==> config.mk <==
export PLATFORM = sky130hd
export DESIGN_NAME = rptr_empty
export DESIGN_NICKNAME = d
export VERILOG_FILES = /design/src/rtl/rptr_empty.sv
export SDC_FILE = /design/constraint.sdc
export NUM_CORES = 1
export LEC_CHECK = 0
export BUFFER_PORTS_ARGS = -buffer_cell sky130_fd_sc_hd__buf_2
export CORE_MARGIN = 5
export CORE_UTILIZATION = 23
export CTS_CLUSTER_DIAMETER = 200
export DETAILED_ROUTE_END_ITERATION = 16
export PLACE_DENSITY = 0.39
export SYNTH_ARGS = -nofsm -noshare
export SYNTH_HDL_FRONTEND = slang
export SYNTH_SLANG_ARGS = --single-unit
==> constraint.sdc <==
create_clock -name rclk_i -period 2.7 [get_ports rclk_i]
set_input_delay 0.27 -clock rclk_i [delete_from_list [all_inputs] [get_ports rclk_i]]
set_output_delay 0.27 -clock rclk_i [all_outputs]
set_load 0.005 [all_outputs]
==> src/rtl/rptr_empty.sv <==
// Read-side pointer, empty flag and occupancy tracker for a dual-clock FIFO.
// All state lives in the read clock domain; rq2_wptr_i must already be synchronized.
module rptr_empty #(
  parameter int unsigned AddrLines         = 8,
  parameter int unsigned AlmostEmptyThresh = 4
) (
  input  logic                 rclk_i,
  input  logic                 rrst_ni,
  input  logic                 rinc_i,
  input  logic [AddrLines:0]   rq2_wptr_i,
  output logic [AddrLines-1:0] raddr_o,
  output logic [AddrLines:0]   rptr_o,
  output logic                 rempty_o,
  output logic                 almost_empty_o,
  output logic [AddrLines:0]   rlevel_o,
  output logic                 underflow_o
);

  localparam int unsigned      PtrW   = AddrLines + 1;
  localparam logic [PtrW-1:0]  Thresh = PtrW'(AlmostEmptyThresh);

  logic [PtrW-1:0] rbin_q, rbin_d;
  logic [PtrW-1:0] rgray_q, rgray_d;
  logic [PtrW-1:0] rlevel_q, rlevel_d;
  logic [PtrW-1:0] wbin_sync;
  logic            rempty_q, rempty_d;
  logic            almost_empty_q, almost_empty_d;
  logic            underflow_q, underflow_d;
  logic            rd_accept;

  // Gray-to-binary: bit i is the XOR of all Gray bits at or above i.
  always_comb begin
    wbin_sync = '0;
    for (int i = 0; i < int'(PtrW); i++) begin
      wbin_sync[i] = ^(rq2_wptr_i >> i);
    end
  end

  always_comb begin
    rd_accept      = rinc_i & ~rempty_q;
    rbin_d         = rbin_q + {{AddrLines{1'b0}}, rd_accept};
    rgray_d        = (rbin_d >> 1) ^ rbin_d;
    // Full-width compare: the wrap bit distinguishes empty from full.
    rempty_d       = (rgray_d == rq2_wptr_i);
    // Modular subtraction stays correct across the pointer wrap.
    rlevel_d       = wbin_sync - rbin_d;
    almost_empty_d = (rlevel_d <= Thresh);
    underflow_d    = underflow_q | (rinc_i & rempty_q);
  end

  always_ff @(posedge rclk_i or negedge rrst_ni) begin
    if (!rrst_ni) begin
      rbin_q         <= '0;
      rgray_q        <= '0;
      rlevel_q       <= '0;
      rempty_q       <= 1'b1;
      almost_empty_q <= 1'b1;
      underflow_q    <= 1'b0;
    end else begin
      rbin_q         <= rbin_d;
      rgray_q        <= rgray_d;
      rlevel_q       <= rlevel_d;
      rempty_q       <= rempty_d;
      almost_empty_q <= almost_empty_d;
      underflow_q    <= underflow_d;
    end
  end

  assign raddr_o        = rbin_q[AddrLines-1:0];
  assign rptr_o         = rgray_q;
  assign rempty_o       = rempty_q;
  assign almost_empty_o = almost_empty_q;
  assign rlevel_o       = rlevel_q;
  assign underflow_o    = underflow_q;

endmodule

==> summary.md <==
| Metric | Value |
|---|---|
| Result of the run | finished, violations left |
| Failing checks | setup timing |
| Via density | 4.078 |
| H-tree levels | 2 |
| Final Slew Violations | 0 |
| Launch point of the worst path | rq2_wptr_i[8] |
| DIE WIDTH | 97.71 microns |
| Worst setup skew after layout | roughly 0.0078 ns |
| Chip height | about 98 microns |
| Latest clock arrival within the worst-skew pair | approximately 0.28 ns |
| Register area share after synthesis | 0.4116 |
| Number of fillers in the final layout | between 700 and 800 |
| Global routing usage summed across all routing layers | 0.1059 |
| Maximum VDD drop | between 500 and 600 uV |
| PD cells | between 1000 and 1500 nW/um^2 |
| Area of the die | 9546 sq um |
| Number of DRC markers in iteration 0 | 32 |
| Fmax achieved | between 200 and 300 MHz |
| First-pass iteration count of the detailed router | 4 |
| Period utilisation layout | 1.249 |
| Post-detailed-route count of antenna-violating nets | 0 |
| Count of flip-flops with a built-in enable after synthesis | 0 |
| Top-count cell post-synth | sky130_fd_sc_hd__dfrtp_1 |
| Diodes inserted | 0 |
| Fraction of registers with async set or reset after synthesis | 1.000 |
| Placeable core region | approximately 7600 sq um |
| Placed cell area | 2454 sq um |
| CP max FO | 5 |
| Count of port buffers added during placement | 40 |
| Starting utilization of the core area | 0.2326 |
| Worst-Margin Slew | just under 0.7 ns |
| Maxcap violations | 0 |
| Most instantiated cells after synthesis | 27 x sky130_fd_sc_hd__dfrtp_1, 24 x sky130_fd_sc_hd__xnor2_1, 15 x sky130_fd_sc_hd__xor2_1, 12 x sky130_fd_sc_hd__nand2_1, 11 x sky130_fd_sc_hd__inv_1 |
| Longest Clk Path Bufs | 2 |
| Worst setup path endpoint | almost_empty_o |
| Layout Nets | 279 |
| Via count of the routed design | ~1500 |
| Clock tree from TritonCTS | yes |
| GR Overflow Total | 0 |
| Area growth, synth to finish | 51.27% |
| Routability cong. | around 0.73 |
| I/O pin cnt | slightly above 40 |
| Startpoint kind of the worst setup timing path | primary input |
| Critical path type | in2reg |
| Total count of hold-check failures in the final report | 0 |
| Number of distinct library cells after synthesis | 38 |
| Setup slack of the worst register-to-register path | -0.30 ns |
| Startpoint of the worst-slack reg-to-reg timing path | rempty_o |
| Yosys warnings | 0 |
| Post-route DRC | 0 |
| Clock transition time at the flip-flop clock pins of the worst setup and hold paths | 0.07 ns |
| Drt total wl | 4682 microns |
| Global-route wire length before repair | around 8000 microns |
| Class of the most critical hold timing path | in2async |
| Number of global-route vias before repair | between 1500 and 2000 |
| # clock sinks | 29 |
| Leakage power figure | between 1 and 1.5 nW |
| End of the worst register-to-register path | almost_empty_o |
| Row Count | 32 |
| Primary flip-flop cell chosen by synthesis mapping | sky130_fd_sc_hd__dfrtp_1 |
| Setup tns final | -1.556 ns |
| Summed instance area of the synthesized netlist | 1769 sq um |
| Hold Buf Count CTS | 0 |
| Final setup margin | -0.6722 ns |
| Avg Inst Size Synth | ~11 sq um |
| Clock tree root driver cell | sky130_fd_sc_hd__clkbuf_8 |
| Number of cells produced by synthesis | roughly 170 |
| Fraction of post-synthesis cell area in the top cell type by area | 0.3819 |
| Top cells by area in the synthesized netlist | sky130_fd_sc_hd__dfrtp_1 38%, sky130_fd_sc_hd__xnor2_1 12%, sky130_fd_sc_hd__xor2_1 7.4% |
| Core occupancy in the finished layout | 0.3518 |
| Number of antenna violations at the first check in global routing | 0 |
| Relative max-transition margin | 0.5451 |
| RSZ-0062 raised after global routing | true |
| Inserted Clock Buffers | 5 |
| Critical Path End Type | flop |
| Shortest period the worst path allows | between 3 and 4 ns |
| Top cell type by total area after synthesis | sky130_fd_sc_hd__dfrtp_1 |
| Post-DP HPWL | 3660 microns |
| Worst EP required | around 2.9 ns |
| Flop and latch count out of synthesis | 29 |
| Share of post-route cells with drive strength above 1 | 0.4903 |
| Routed length per instance | between 10 and 15 microns |
| Worst Reg-to-Reg Cells | 11 |
| Final instance area | ~2700 sq um |
| CP arrival | between 3 and 4 ns |
| Syn Nets | around 190 |
| Final setup violation count | 4 |
| Pin count of the biggest net entering global routing | 30 |
==> worst max-delay path, stage by stage <==
cell and delay, ns:
sky130_fd_sc_hd__buf_6 0.07, sky130_fd_sc_hd__xor3_4 0.48, sky130_fd_sc_hd__xnor3_2 0.31, sky130_fd_sc_hd__xor2_4 0.19, sky130_fd_sc_hd__xor2_2 0.16, sky130_fd_sc_hd__xnor2_1 0.13
sky130_fd_sc_hd__ha_2 0.20, sky130_fd_sc_hd__fa_2 0.39, sky130_fd_sc_hd__nor2_2 0.14, sky130_fd_sc_hd__or3_1 0.13, sky130_fd_sc_hd__o32ai_2 0.07, sky130_fd_sc_hd__or3_4 0.38
sky130_fd_sc_hd__xnor2_2 0.14, sky130_fd_sc_hd__a2111o_1 0.35, sky130_fd_sc_hd__nor4_2 0.15
==> through the flow <==
| step | hold slack [ns] | instances | worst slack (ns) | total power (W) |
|---|---|---|---|---|
| global route | 0.07862 | 361 | -0.8467 | 0.004022 |
| CTS | 0.05194 | 362 | -0.6665 | 0.003637 |
| floorplan | -0.02559 | 165 | -0.8944 | 0.002021 |
| finish | 0.02347 | 361 | -0.6722 | 0.003656 |
| detailed placement | 0.3641 | 350 | -0.9805 | 0.003064 |
| global placement | 0.3569 | 350 | -0.9184 | 0.003079 |
==> registers in the layout, summed over array words and instances, names as in the netlist <==
register	cells
almost_empty_o	1
rptr_o	8
rempty_o	1
rlevel_o	9
underflow_o	1
rbin_q	9
==> metal layers <==
layer / global-route usage / vias to the layer above / share of wire
met3: 0.02656 / 5 / 0.039
met2: 0.1703 / 28 / 0.45
li1: - / 741 / -
met5: 0 / - / 0
met4: 0.03301 / 0 / 0.012
met1: 0.1401 / 698 / 0.50
==> how the worst min path moves through the flow <==
| stage | start | to | slack (ns) | cells after the start |
|---|---|---|---|---|
| floorplan | rrst_ni | rbin_q[0] | -0.03 | 0 |
| global placement | rrst_ni | rptr_o[7] | 0.36 | 1 |
| detailed placement | rrst_ni | rptr_o[7] | 0.36 | 1 |
| CTS | rrst_ni | rbin_q[6] | 0.05 | 1 |
| global route | rrst_ni | rbin_q[6] | 0.08 | 1 |
| finish | rrst_ni | rbin_q[6] | 0.02 | 1 |
==> where the power goes <==
group | internal (W) | switching (W)
Clock | 0.000178 | 0.000176
Combinational | 0.00139 | 0.00119
Sequential | 0.000632 | 0.0000894
Total | 0.00220 | 0.00146
==> cell families after synthesis <==
logic type | count (synthesis) | synth area share
AO/OA/AOI/OAI | 25 | 0.09406
XOR/XNOR | 46 | 0.2779
adder cells (fa/ha/maj) | 9 | 0.06790
buffers and inverters | 13 | 0.02828
flip-flops | 29 | 0.4116
AND/OR/NAND/NOR | 43 | 0.1202
==> layout make-up <==
class | instances | area [sq um] | share of cell area
repair buffers | 87 | 569.3 | 0.2127
well taps | 102 | 127.6 | 0.04769
multi-input cells | 123 | 1124 | 0.4198
inverters | 12 | 45.04 | 0.01683
clock buffers | 6 | 72.57 | 0.02712
flip-flops and latches | 29 | 728.2 | 0.2721
clock inverters | 2 | 10.01 | 0.003740
==> placed cells by master (no fill, tap or decap), types with 3 or more instances in the layout <==
cell type,count
sky130_fd_sc_hd__xor2_1,13
sky130_fd_sc_hd__xnor2_2,7
sky130_fd_sc_hd__xnor2_1,18
sky130_fd_sc_hd__a21oi_2,3
sky130_fd_sc_hd__buf_6,3
sky130_fd_sc_hd__inv_1,11
sky130_fd_sc_hd__buf_4,46
sky130_fd_sc_hd__a21oi_1,7
sky130_fd_sc_hd__ha_1,6
sky130_fd_sc_hd__nor2_1,7
sky130_fd_sc_hd__dfrtp_1,27
sky130_fd_sc_hd__nand3_1,5
sky130_fd_sc_hd__nand2_1,12
sky130_fd_sc_hd__xor2_2,3
sky130_fd_sc_hd__buf_2,38
sky130_fd_sc_hd__clkbuf_8,5
sky130_fd_sc_hd__and3_1,4
sky130_fd_sc_hd__nor3_1,3
==> repair_timing <==
action                                  CTS  global route
setup buffers                             4             2
pin swaps                                 8             4
endpoints found under the setup margin    6             8
gates resized for setup                  15             8
Power figures use the tool's default switching activity.
